--- config.mk ---
export PLATFORM = sky130hd
export DESIGN_NAME = load_store_monitor
export DESIGN_NICKNAME = d
export VERILOG_FILES = /design/src/rtl/load_store_pkg.sv /design/src/rtl/lsm_edge_det.sv /design/src/rtl/load_store_monitor.sv
export SDC_FILE = /design/constraint.sdc
export NUM_CORES = 1
export LEC_CHECK = 0
export BUFFER_PORTS_ARGS = -buffer_cell sky130_fd_sc_hd__buf_2
export CAP_MARGIN = 10
export CORE_MARGIN = 8
export CORE_UTILIZATION = 54
export CTS_BUF_LIST = sky130_fd_sc_hd__clkbuf_8 sky130_fd_sc_hd__clkbuf_16
export CTS_CLUSTER_DIAMETER = 80
export DETAILED_ROUTE_END_ITERATION = 8
export MAX_ROUTING_LAYER = met4
export PLACE_DENSITY = 0.81
export SYNTH_ARGS = -nofsm -noshare
export SYNTH_HDL_FRONTEND = slang
export SYNTH_SLANG_ARGS = --single-unit
--- constraint.sdc ---
create_clock -name clk -period 2.4 [get_ports clk]
set_input_delay 0.12 -clock clk [delete_from_list [all_inputs] [get_ports clk]]
set_output_delay 0.12 -clock clk [all_outputs]
set_load 0.005 [all_outputs]
--- src/rtl/load_store_pkg.sv ---
`default_nettype none
// +----------------------------------------------------------------------+
// | load_store_pkg                                                       |
// | Shared types and default constants for the load/store full-signal    |
// | period/width monitor.                                                |
// | Revision: 1.0                                                        |
// +----------------------------------------------------------------------+
package load_store_pkg;

  // Volume counter depth; the full indication repeats every 2*N+2 cycles.
  localparam int LSM_N          = 10000;
  localparam int LSM_EXP_PERIOD = 2 * LSM_N + 2;
  localparam int LSM_EXP_HIGH   = 2;
  localparam int LSM_TOL        = 0;
  localparam int LSM_LOCK_CNT   = 3;
  localparam int LSM_PBITS      = 16;

  typedef enum logic [2:0] {
    ST_IDLE    = 3'd0,
    ST_SYNC    = 3'd1,
    ST_MEASURE = 3'd2,
    ST_LOCKED  = 3'd3,
    ST_ERROR   = 3'd4
  } lsm_state_e;

  typedef enum logic [1:0] {
    ERR_NONE    = 2'd0,
    ERR_PERIOD  = 2'd1,
    ERR_WIDTH   = 2'd2,
    ERR_TIMEOUT = 2'd3
  } lsm_err_e;

  // Increment that sticks at 0xFFFF instead of wrapping.
  function automatic logic [15:0] sat_inc16(input logic [15:0] v);
    return (v == 16'hFFFF) ? v : v + 16'd1;
  endfunction

endpackage
`default_nettype wire

--- src/rtl/lsm_edge_det.sv ---
`default_nettype none
// +----------------------------------------------------------------------+
// | lsm_edge_det                                                         |
// | Registers the input once and flags its rising and falling edges.     |
// | Revision: 1.0                                                        |
// +----------------------------------------------------------------------+
module lsm_edge_det (
  input  logic clk,
  input  logic rst,
  input  logic d,
  output logic rise,
  output logic fall
);

  logic r_prev;

  // One-cycle history of the monitored input.
  always_ff @(posedge clk) begin
    if (rst) begin
      r_prev <= 1'b0;
    end else begin
      r_prev <= d;
    end
  end

  assign rise = d & ~r_prev;
  assign fall = ~d & r_prev;

endmodule
`default_nettype wire

--- src/rtl/load_store_monitor.sv ---
`default_nettype none
// +----------------------------------------------------------------------+
// | load_store_monitor                                                   |
// | Watches the full indication of the load/store volume counter, checks |
// | its period and high width, locks after LOCK_CNT good periods and     |
// | latches the first error cause.                                       |
// | Optional: define LSM_STATS_EN to add min_period/max_period outputs.  |
// | Revision: 1.0                                                        |
// +----------------------------------------------------------------------+
module load_store_monitor
  import load_store_pkg::*;
#(
  parameter int EXP_PERIOD = LSM_EXP_PERIOD,
  parameter int EXP_HIGH   = LSM_EXP_HIGH,
  parameter int TOL        = LSM_TOL,
  parameter int LOCK_CNT   = LSM_LOCK_CNT,
  parameter int PBITS      = LSM_PBITS
) (
  input  logic             clk,
  input  logic             rst,
  input  logic             enable,
  input  logic             sig_in,
  output logic             locked,
  output logic             err,
  output logic [1:0]       err_code,
  output logic [PBITS-1:0] last_period,
  output logic [15:0]      good_cnt
`ifdef LSM_STATS_EN
  ,
  output logic [PBITS-1:0] min_period,
  output logic [PBITS-1:0] max_period
`endif
);

  localparam int               c_HI_I   = EXP_PERIOD + TOL;
  localparam int               c_LO_I   = (EXP_PERIOD > TOL) ? (EXP_PERIOD - TOL) : 0;
  localparam logic [PBITS-1:0] c_PER_HI = PBITS'(c_HI_I);
  localparam logic [PBITS-1:0] c_PER_LO = PBITS'(c_LO_I);
  localparam logic [PBITS-1:0] c_HIGH   = PBITS'(EXP_HIGH);
  localparam logic [PBITS-1:0] c_ONE    = PBITS'(1);
  localparam logic [16:0]      c_LOCK   = 17'(LOCK_CNT);

  lsm_state_e       r_state;
  lsm_err_e         r_err_code;
  logic             r_locked;
  logic             r_err;
  logic [PBITS-1:0] r_last_period;
  logic [15:0]      r_good_cnt;
  logic [PBITS-1:0] r_period_cnt;
  logic [PBITS-1:0] r_high_cnt;

  logic             w_rise;
  logic             w_fall;
  logic [PBITS-1:0] w_meas;
  logic [PBITS-1:0] w_width;
  logic             w_per_ok;
  logic             w_timeout;
  logic             w_width_bad;
  logic [16:0]      w_good_next;
  logic             w_lock_hit;
  logic             w_err_hit;
  lsm_err_e         w_err_cause;

  lsm_edge_det u_edge (
    .clk  (clk),
    .rst  (rst),
    .d    (sig_in),
    .rise (w_rise),
    .fall (w_fall)
  );

  // The period counter restarts at 0 in the rise cycle, so the true period
  // and pulse width are one more than the counts seen at the next edge.
  assign w_meas      = (r_period_cnt == '1) ? r_period_cnt : r_period_cnt + c_ONE;
  assign w_width     = (r_high_cnt == '1) ? r_high_cnt : r_high_cnt + c_ONE;
  assign w_per_ok    = (w_meas >= c_PER_LO) && (w_meas <= c_PER_HI);
  assign w_timeout   = !w_rise && (r_period_cnt > c_PER_HI);
  assign w_width_bad = w_fall && (w_width != c_HIGH);
  assign w_good_next = {1'b0, r_good_cnt} + 17'd1;
  assign w_lock_hit  = (w_good_next >= c_LOCK);

  // Same-cycle error arbitration: timeout beats period beats width.
  always_comb begin
    w_err_hit   = 1'b0;
    w_err_cause = ERR_NONE;
    if (w_timeout) begin
      w_err_hit   = 1'b1;
      w_err_cause = ERR_TIMEOUT;
    end else if (w_rise && !w_per_ok) begin
      w_err_hit   = 1'b1;
      w_err_cause = ERR_PERIOD;
    end else if (w_width_bad) begin
      w_err_hit   = 1'b1;
      w_err_cause = ERR_WIDTH;
    end
  end

  // Monitor FSM with its counters and registered status outputs.
  always_ff @(posedge clk) begin
    if (rst) begin
      r_state       <= ST_IDLE;
      r_err_code    <= ERR_NONE;
      r_locked      <= 1'b0;
      r_err         <= 1'b0;
      r_last_period <= '0;
      r_good_cnt    <= '0;
      r_period_cnt  <= '0;
      r_high_cnt    <= '0;
    end else if (!enable) begin
      r_state      <= ST_IDLE;
      r_err_code   <= ERR_NONE;
      r_locked     <= 1'b0;
      r_err        <= 1'b0;
      r_good_cnt   <= '0;
      r_period_cnt <= '0;
      r_high_cnt   <= '0;
    end else begin
      case (r_state)
        ST_IDLE: begin
          r_state <= ST_SYNC;
        end
        ST_SYNC: begin
          // A fall here belongs to a pulse whose start was never seen.
          if (w_rise) begin
            r_state      <= ST_MEASURE;
            r_period_cnt <= '0;
            r_high_cnt   <= '0;
          end
        end
        ST_MEASURE, ST_LOCKED: begin
          if (w_rise) begin
            r_period_cnt  <= '0;
            r_high_cnt    <= '0;
            r_last_period <= w_meas;
          end else begin
            if (r_period_cnt != '1) begin
              r_period_cnt <= r_period_cnt + c_ONE;
            end
            if (sig_in && (r_high_cnt != '1)) begin
              r_high_cnt <= r_high_cnt + c_ONE;
            end
          end

          if (w_err_hit) begin
            r_state  <= ST_ERROR;
            r_err    <= 1'b1;
            r_locked <= 1'b0;
            if (r_err_code == ERR_NONE) begin
              r_err_code <= w_err_cause;
            end
          end else if (w_rise) begin
            r_good_cnt <= sat_inc16(r_good_cnt);
            if ((r_state == ST_MEASURE) && w_lock_hit) begin
              r_state  <= ST_LOCKED;
              r_locked <= 1'b1;
            end
          end
        end
        ST_ERROR: begin
          r_state  <= ST_ERROR;
          r_locked <= 1'b0;
        end
        default: begin
          r_state <= ST_IDLE;
        end
      endcase
    end
  end

  assign locked      = r_locked;
  assign err         = r_err;
  assign err_code    = r_err_code;
  assign last_period = r_last_period;
  assign good_cnt    = r_good_cnt;

`ifdef LSM_STATS_EN
  logic [PBITS-1:0] r_min_period;
  logic [PBITS-1:0] r_max_period;

  // Track the extremes of every period measured while running.
  always_ff @(posedge clk) begin
    if (rst) begin
      r_min_period <= '1;
      r_max_period <= '0;
    end else if (enable && w_rise &&
                 ((r_state == ST_MEASURE) || (r_state == ST_LOCKED))) begin
      if (w_meas < r_min_period) begin
        r_min_period <= w_meas;
      end
      if (w_meas > r_max_period) begin
        r_max_period <= w_meas;
      end
    end
  end

  assign min_period = r_min_period;
  assign max_period = r_max_period;
`endif

endmodule
`default_nettype wire

# Word-level counts from Yosys, hierarchy flattened
# Cells that the tools add are included.
# word_totals
ff_bits	72
out_inout_bits	36
elab_cells	85
# op_classes
n_addsub	4
n_lt_le_gt_ge	4
eq_ne	15
mux	24
bitwise	7
n_reduce_logical	22
# ops
operator	n
16-bit two-way mux	7
16-bit one-hot mux with 2 select lines	2
16-bit by 1-bit adder with 16-bit output (second input constant)	3
16-bit equality test (second input constant)	3
16-bit != test (second input constant)	2
3-bit AND reduction	6
16-bit by 1-bit adder with 17-bit output (second input constant)	1
17-bit by 2-bit >= comparator with 1-bit output (second input constant)	1
16-bit by 15-bit >= comparator with 1-bit output (second input constant)	1
16-bit by 15-bit > comparator with 1-bit output (second input constant)	1
16-bit by 15-bit less-or-equal comparator with 1-bit output (second input constant)	1
16-bit by 2-bit != test with 1-bit output (second input constant)	1
3-bit two-way mux	4
3-bit != test (second input constant)	4
3-bit one-hot mux with 4 select lines	1
3-bit by 2-bit equality test with 1-bit output (second input constant)	2
1-bit logical AND	6
1-bit two-way mux	6
2-bit two-way mux	3
1-bit inverter	5
4-bit AND reduction	1
2-bit nonzero test	2
2-bit OR reduction	2
3-bit by 1-bit equality test with 1-bit output (second input constant)	1
8 further kinds	10

# Logic depth before layout (Yosys ltp)
# Gate-level depths: netlist of the first run.
# depth
ltp_word	10
ltp_mapped	11
mapped_depth_nobuf	9

# Cells and area by module
# Synthesis of the first run repeated with hierarchy kept, for this count alone.
# unflattened
hier_cells	544
hier_area_um2	4260.3
# by_module_without_submodules
mod	instances	cells_per_inst	area_per_inst_um2	seq_area_each_um2
load_store_monitor	1	540	4221.5	1421.4
lsm_edge_det	1	4	38.8	20.0

# Worst setup path before layout of the first run
# OpenSTA, ideal clock, no wires.
# synth_path
kind	reg-to-reg
start	register r_period_cnt[0]
end	register r_good_cnt[9], in the netlist good_cnt[9]
t_arrival_ns	2.567
t_required_ns	2.284
setup_slack_ns	-0.283
path_stages_with_launch	12
path_buffers	3
synth_period_minus_slack_ns	2.683
path_cell_list	dfxtp_1 > ha_1 > buf_6 > nand4_4 > or4_4 > buf_6 > nor3b_2 > o211a_1 > and4_1 > buf_4 > a21oi_1 > a31o_2
# synth_via
elab_chain_cells	10
word_cells_on_any_way	14
cone_classes	1 x add/sub; 3 x order compare; 1 x eq/ne; 3 x mux; 1 x bitwise; 5 x reduce/logical
# synth_lines
item	line_no	rtl
start, declared	load_store_monitor.sv:49	logic [PBITS-1:0] r_period_cnt;
start signal, assigned	load_store_monitor.sv:137	r_period_cnt <= r_period_cnt + c_ONE;
16-bit by 1-bit adder with 16-bit output or 16-bit equality test (tied branches)	load_store_monitor.sv:74	assign w_meas = (r_period_cnt == '1) ? r_period_cnt : r_period_cnt + c_ONE;
16-bit two-way mux	load_store_monitor.sv:74	
16-bit by 15-bit >= comparator with 1-bit output or 16-bit by 15-bit less-or-equal comparator with 1-bit output (tied branches)	load_store_monitor.sv:76	assign w_per_ok = (w_meas >= c_PER_LO) && (w_meas <= c_PER_HI);
1-bit logical AND	load_store_monitor.sv:76	
1-bit zero test	load_store_monitor.sv:89	end else if (w_rise && !w_per_ok) begin
1-bit logical AND	load_store_monitor.sv:89	
1-bit two-way mux	load_store_monitor.sv:89	
1-bit two-way mux (*)	load_store_monitor.sv:86	if (w_timeout) begin
1-bit inverter (no source line) (*)	-	
4-bit AND reduction (no source line) (*)	-	
end signal, assigned	load_store_monitor.sv:152	r_good_cnt <= sat_inc16(r_good_cnt);
end, declared	load_store_monitor.sv:48	logic [15:0] r_good_cnt;
# Mark *: on every way between the ends. The rest lies on a longest branch, timed or not.
# A chain may end at the register's enable or synchronous reset.

# Worst setup path after layout of the first run
# layout_path
start	register r_period_cnt[0]
end	register r_good_cnt[5], in the netlist good_cnt[5]
# Same word-level chain as after synthesis.

==> results.md, run 1 <==
* Mapped Area at 4510 um^2
* Longest Clk Path Bufs at 2
* ANT cells at 0
* Cells after synthesis at 595
* Crit Reg-Reg Endpoint: good_cnt[5]$_SDFFE_PP0P_
* Launch point of the worst path: r_period_cnt[0]$_SDFFE_PP0P_
* Top cells by count, synth: dfxtp_1, nor2_1, a21oi_1
* First-pass GRT wire length at 20.9 mm
* Mapped Avg Cell Area at 7.57 um^2
* Arr. time, crit path at 2710 ps
* Seq/Total Area, Yosys at 32.0%
* Row count at 33
* Synth top area share at 32.0%
* Minimum clock period at 2420 ps
* Final setup fails at 1
* Synth Warn # at 0
* Post-synth cell types at 62
* Detail Route Antenna Nets at 0
* Crit-path max FO at 7
* Chip height at 107 um
* Clock Root Buffer: clkbuf_8
* CTS Buf Count at 9
* Fraction of layout cells with a size suffix above 1 at 27.4%
* Crit path capture type: flop
* Relative max-transition margin at 43.0%
* GRT overflow at 0
* 1st-pass router iterations at 5
* Synth area leader: dfxtp_1
* Routed wire per std cell at 17.0 um
* Final Util at 68.8%
* Final Hold Violating Endpoints at 0
* R2R cell count at 9
* Clock insertion delay at the later pin of the skew report at 360 ps
* Final Wtd Congestion at 0.950
* Worst reg-to-reg setup slack at -20 ps
* Clk sinks at 72
* Number of synthesized flops with an enable pin at 0
* Prevailing post-synth register cell: dfxtp_1
* Fin area at 5590 um^2
* Initial DRC count at 332
* Slew @ Worst Pin at 853 ps
* Max-capacitance violation count at 0
* Largest net degree at the start of global routing at 23
* Vias in the first global route at 4465
* Critical path required time at 2690 ps
* Final Slew Violations at 0
* Peak supply drop at 0.228 mV
* Die width at 107 um
* DRC at 0
* Met1 Use GR at 27.8%
* Crit path kind: reg -> reg
* IO Port Bufs at 39
* Crit start category: flop
* Fin crit share at 101%
* DRT Wirelength at 13.3 mm
* Clock-pin slew on the worst setup and hold paths at 80 ps
* Area contributors post-synth: dfxtp_1, a21oi_1, nor2_1
* DR vias at 4880
* Top-count cell post-synth: dfxtp_1
* Setup ws final at -19.6 ps
* # IOs at 40
* Ys async rst share at 0%
* Fmax at 413 MHz
* H-tree levels at 3
* Yosys reg bits at 72
* Syn_nets at 605
* CTS tree: yes
* NumNets Final at 681
* Routing usage on met2 at 36.5%
* Full die area at 11500 um^2
* Starting density of the core at 55.4%
* RSZ-0062 raised after global routing: yes
* Failing checks: negative setup slack
* Lkg Pwr at 2.11 nW
* Routing usage on met3 at 3.11%
* Outcome: finished with violations
* Via density at 6.26
* Critical Path End: good_cnt[5]$_SDFFE_PP0P_
* Core outline area at 8130 um^2
* PwrDens at 397 nW/um^2
* Area added between synthesis and finish at 24.2%
* Initial antenna violation count at 0
* Clock Skew at 14.4 ps
* Area post-placement at 5150 um^2
* Grt peak-use layer: met2
* Worst hold path type: in -> reg
* Worst r2r src: r_period_cnt[0]$_SDFFE_PP0P_
* GRT Overall Usage at 22.6%
* Detailed Place HPWL at 9.36 mm
-- worst min-delay path by stage --
| stage | start | end | slack (ps) | cells past startpoint |
|---|---|---|---|---|
| after floorplan | sig_in | u_edge.r_prev$_SDFF_PP0_ | 250 | 1 |
| after global placement | sig_in | u_edge.r_prev$_SDFF_PP0_ | 420 | 2 |
| after detailed placement | sig_in | u_edge.r_prev$_SDFF_PP0_ | 420 | 2 |
| after CTS | sig_in | u_edge.r_prev$_SDFF_PP0_ | 60 | 2 |
| after global routing | sig_in | u_edge.r_prev$_SDFF_PP0_ | 90 | 2 |
| final | sig_in | u_edge.r_prev$_SDFF_PP0_ | 80 | 2 |
-- per-stage QoR --
| step | setup slack [ps] | setup TNS [ps] | power [mW] | hold slack [ps] | std cells |
|---|---|---|---|---|---|
| 6_report | -19.6 | -19.6 | 2.22 | 82.0 | 780 |
| 5_1_grt | -108 | -1180 | 2.29 | 87.5 | 780 |
| 4_1_cts | 5.49 | 0 | 2.23 | 62.8 | 772 |
| 3_5_place_dp | -66.6 | -297 | 1.31 | 424 | 757 |
| 3_3_place_gp | 33.3 | 0 | 1.31 | 424 | 757 |
| 2_1_floorplan | 13.8 | 0 | 1.28 | 248 | 595 |
-- layer usage --
layer / wire, um / part of all wire, %
met5: 0 / 0
met4: 266 / 2.0
met3: 936 / 7.1
met2: 6280 / 47
met1: 5770 / 44
-- power breakdown --
part | switching, mW | internal, mW | total (mW) | leakage, nW
clock network | 0.470 | 0.458 | 0.929 | 0.0886
logic | 0.0632 | 0.0276 | 0.0908 | 1.43
registers | 0.00383 | 1.20 | 1.20 | 0.585
-- final cells by class --
cell class | instances | area [um^2]
Fill cell | 662 | 2540
Tap cell | 105 | 131
Multi-Input combinational cell | 458 | 2990
Clock buffer | 11 | 163
Clock inverter | 4 | 27.5
Inverter | 14 | 52.6
Sequential cell | 72 | 1460
Timing Repair Buffer | 116 | 777
-- timing repair --
action | CTS | global route
endpoints found under the setup margin | 11 | 31
pin swaps | 1 | 11
gates resized for setup | 6 | 43
hold buffers | 0 | 0
hold endpoints to repair | 0 | 0
cloned | 0 | 1
setup buffers | 0 | 7
-- registers in the layout, indices dropped and copies added, names as in the netlist --
register,count
r_high_cnt,16
r_period_cnt,16
u_edge.r_prev,1
err,1
good_cnt,16
r_state,3
last_period,16
err_code,2
locked,1
-- cell families after synthesis --
family          count (synthesis)  share of synthesized area, %
compound gates                163                          23.0
xor+xnor                       20                          3.89
fa+ha+maj                       6                          1.67
buf+inv                        66                          6.28
flops                          72                          32.0
mux                             4                         0.916
simple gates                  264                          32.3
-- placed cells by master (no fill, tap or decap), types with 4 or more instances in the layout --
cell,netlist,routed
a311oi_1,11,10
or3_1,13,12
and2_1,8,8
clkbuf_8,0,10
a21oi_1,53,51
nand2_1,35,35
and4_1,12,9
a31oi_1,8,7
nor2b_1,6,6
nor4_2,0,5
nand2b_1,10,9
dfxtp_2,0,8
o21ai_0,40,35
o22ai_1,4,4
buf_2,7,39
and3_1,7,6
a22oi_1,4,4
a31o_2,4,4
nand3b_1,10,10
nand3_1,26,24
nor2_1,64,63
dfxtp_1,72,63
nor4_1,11,5
xnor2_1,12,12
o211ai_1,6,6
nand4_1,19,19
inv_1,14,14
o21ai_1,0,5
nor3_1,25,25
xor2_1,8,8
buf_4,1,76
-- worst max-delay path, cell delays in order (launching register included) --
cell	delay, ps
dfxtp_4	400
ha_4	170
nand4_4	100
or4_4	460
nor3b_4	230
o211a_1	250
buf_4	140
nand4_4	100
or4_1	410
o21ai_1	100
Power figures use the tool's default switching activity.
==> run 2, diff against run 1 <==
--- a/config.mk
+++ b/config.mk
@@ -8,12 +8,13 @@
 export BUFFER_PORTS_ARGS = -buffer_cell sky130_fd_sc_hd__buf_2
 export CAP_MARGIN = 10
 export CORE_MARGIN = 8
-export CORE_UTILIZATION = 54
+export CORE_UTILIZATION = 60
 export CTS_BUF_LIST = sky130_fd_sc_hd__clkbuf_8 sky130_fd_sc_hd__clkbuf_16
 export CTS_CLUSTER_DIAMETER = 80
 export DETAILED_ROUTE_END_ITERATION = 8
 export MAX_ROUTING_LAYER = met4
-export PLACE_DENSITY = 0.81
+export PLACE_DENSITY = 0.85
+export SLEW_MARGIN = 30
 export SYNTH_ARGS = -nofsm -noshare
 export SYNTH_HDL_FRONTEND = slang
 export SYNTH_SLANG_ARGS = --single-unit
==> constraint.sdc (replaced) <==
create_clock -name clk -period 2.75 [get_ports clk]
set_input_delay 0.1375 -clock clk [delete_from_list [all_inputs] [get_ports clk]]
set_output_delay 0.1375 -clock clk [all_outputs]
set_load 0.005 [all_outputs]
==> run 2 against run 1 <==
The run now ends clean. Global-route usage grew 1.9 points. Non-clock buffer count is 50 lower. First-iteration DRC count increased by 24%. Register-to-register slack improved by 140 ps. Power down 10%. Worst hold slack improved by 13 ps. Via count down 5.3%. Sequential cell count is the same. Final cell count shrank 7.2%.
==> results.md, run 2 (synthesis gave the netlist of run 1 again) <==
* Outcome: completed
* Fraction of layout cells with a size suffix above 1 at 16.3% (-11 points)
* Clock insertion delay at the later pin of the skew report at 340 ps (-20 ps)
* Starting density of the core at 62.1% (+6.7 points)
* Critical path, cell by cell: ha_1, buf_4, or4_1, a221oi_1, o2111ai_1, o21a_1, nor4_1, o22a_1
* Fmax at 380 MHz (-8.1%)
* Filler Cells Inserted at 632 (-4.5%)
* Vias in the first global route at 4175 (-6.5%)
* Final setup fails at 0 (-1)
* Detailed Place HPWL at 8.83 mm (-5.6%)
* ANT cells at 0 (unchanged)
* R2R cell count at 8 (-1)
* Clock Root Buffer: clkbuf_8
* GRT Overall Usage at 24.5% (+1.9 points)
* CTS Buf Count at 9 (unchanged)
* Slew @ Worst Pin at 717 ps (-136 ps)
* Crit Reg-Reg Endpoint: r_state[0]$_SDFFE_PP0P_
* Die width at 103 um (-4.4%)
* Hold Path Cell Cnt at 2 (unchanged)
* DR vias at 4623 (-5.3%)
* Max-capacitance violation count at 0 (unchanged)
* Max stage delay on crit path at 460 ps (about the same)
* Routed wire per std cell at 16.9 um (-0.81%)
* Setup ws final at 118 ps (+138 ps)
* Fin area at 5030 um^2 (-10%)
* Most frequent cells in the layout: dfxtp_1, nor2_1, a21oi_1
* Critical path required time at 3040 ps (+350 ps)
* Relative max-transition margin at 52.0% (+9.0 points)
* First-pass GRT wire length at 20.2 mm (-3.2%)
* 1st-pass router iterations at 5 (unchanged)
* Row count at 31 (-6.1%)
* Crit-path max FO at 7 (unchanged)
* Crit path kind: reg -> reg
* Minimum clock period at 2630 ps (+212 ps)
* RSZ-0062 raised after global routing: no
* Initial antenna violation count at 0 (unchanged)
* Worst reg-to-reg setup slack at 120 ps (+140 ps)
* Final Slew Violations at 0 (unchanged)
* Peak supply drop at 0.276 mV (+21%)
* DRT Wirelength at 12.2 mm (-7.9%)
* Area post-placement at 4790 um^2 (-6.9%)
* GRT overflow at 0 (unchanged)
* Crit path capture type: flop
* IO Port Bufs at 39 (unchanged)
* Pre-CTS setup slack at 125 ps (+191 ps)
* Area taken by flip-flops and latches at 1440 um^2 (-0.77%)
* Launch point of the worst path: r_period_cnt[0]$_SDFFE_PP0P_
* Final Wtd Congestion at 0.945 (-0.57%)
* Clk sinks at 72 (unchanged)
* Lkg Pwr at 1.84 nW (-13%)
* PwrDens at 395 nW/um^2 (-0.37%)
* Clock-pin slew on the worst setup and hold paths at 80 ps (about the same)
* Core outline area at 7250 um^2 (-11%)
* Full die area at 10500 um^2 (-8.5%)
* Longest Clk Path Bufs at 2 (unchanged)
* Critical path's slowest cell: or4_1
* Initial DRC count at 413 (+24%)
* NumNets Final at 630 (-7.5%)
* Largest net degree at the start of global routing at 33 (+43%)
* Worst hold path type: in -> reg
* Crit start category: flop
* Worst r2r src: r_period_cnt[0]$_SDFFE_PP0P_
* Via density at 6.39 (+2.1%)
* CTS tree: yes
* Arr. time, crit path at 2930 ps (+220 ps)
* Area added between synthesis and finish at 11.7%
* H-tree levels at 3 (unchanged)
* Clock Skew at 8.84 ps (-5.56 ps)
* HP Start: sig_in
* DRC at 0 (unchanged)
* Hold EP: u_edge.r_prev$_SDFF_PP0_
* Final Hold Violating Endpoints at 0 (unchanged)
* Commonest non-fill, non-tap cell in the layout: dfxtp_1
* Detail Route Antenna Nets at 0 (unchanged)
* # IOs at 40 (unchanged)
* Chip height at 103 um (-4.4%)
* Fin crit share at 95.7% (-5.1 points)
* Final setup TNS at 0 ps (+19.6 ps)
* Area of the multi-input gates at 2810 um^2 (-6.1%)
run 2: cell types whose count changed in the layout (fill, tap and decap cells not counted), moves of 3 or more:
| cell | previous run | this run |
|---|---|---|
| o21ai_0 | 35 | 38 |
| buf_4 | 76 | 27 |
| nor4_2 | 5 | 1 |
| dfxtp_1 | 63 | 70 |
| dfxtp_2 | 8 | 2 |
| nor4_1 | 5 | 10 |
| o21ai_1 | 5 | 2 |
| ha_1 | 3 | 6 |
run 2: layer usage:
layer / vias to the layer above / track usage [%] / share of wire [%]
met5: - / - / 0
met4: 0 / 8.92 / 1.2
met3: 14 / 2.90 / 7.9
met2: 179 / 39.0 / 48
met1: 2179 / 31.2 / 43
li1: 2251 / - / -
run 2: through the flow:
| step | util, % | std cells | power [mW] | hold slack (ps) |
|---|---|---|---|---|
| 6_report | 69.4 | 724 | 1.99 | 95.2 |
| 5_1_grt | 69.4 | 724 | 2.05 | 110 |
| 4_1_cts | 68.9 | 723 | 2.00 | 91.8 |
| 3_5_place_dp | 66.1 | 707 | 1.14 | 444 |
| 3_3_place_gp | 66.1 | 707 | 1.14 | 440 |
| 2_1_floorplan | - | 595 | 1.12 | 266 |
run 2: critical path: cells and delay by family, from the launching register on:
kind / cells / cell delay, ps
flip-flops: 1 / 320
AND/OR/NAND/NOR: 2 / 790
buffers and inverters: 1 / 170
adder cells (fa/ha/maj): 1 / 240
AO/OA/AOI/OAI: 4 / 1070
run 2: area by class of cell:
class	count	area share (%)
Clock inverter	5	1.12
Inverter	14	1.04
Multi-Input combinational cell	457	55.8
Sequential cell	72	28.7
Timing Repair Buffer	66	7.91
Tap cell	99	2.46
Clock buffer	11	3.01
run 2: worst max path at each step:
stage | end | slack, ps | cells past startpoint
after floorplan | good_cnt[9]$_SDFFE_PP0P_ | 70 | 11
after global placement | good_cnt[12]$_SDFFE_PP0P_ | 170 | 7
after detailed placement | good_cnt[12]$_SDFFE_PP0P_ | 120 | 7
after CTS | good_cnt[11]$_SDFFE_PP0P_ | 80 | 7
after global routing | r_period_cnt[5]$_SDFFE_PP0P_ | 0.7 | 8
final | r_state[0]$_SDFFE_PP0P_ | 120 | 8
run 2: timing repair:
item                       in CTS  in global routing
setup endpoints to repair       0                 21
resized for setup               0                  8
buffers inserted                0                  1
hold buffers                    0                  0
run 2: report_power, final:
part / total [mW] / internal, mW / switching, mW / leakage, nW
Clock: 0.867 / 0.465 / 0.402 / 0.0990
Combinational: 0.0729 / 0.0214 / 0.0515 / 1.16
Sequential: 1.05 / 1.04 / 0.00359 / 0.581
Total: 1.99 / 1.53 / 0.457 / 1.84
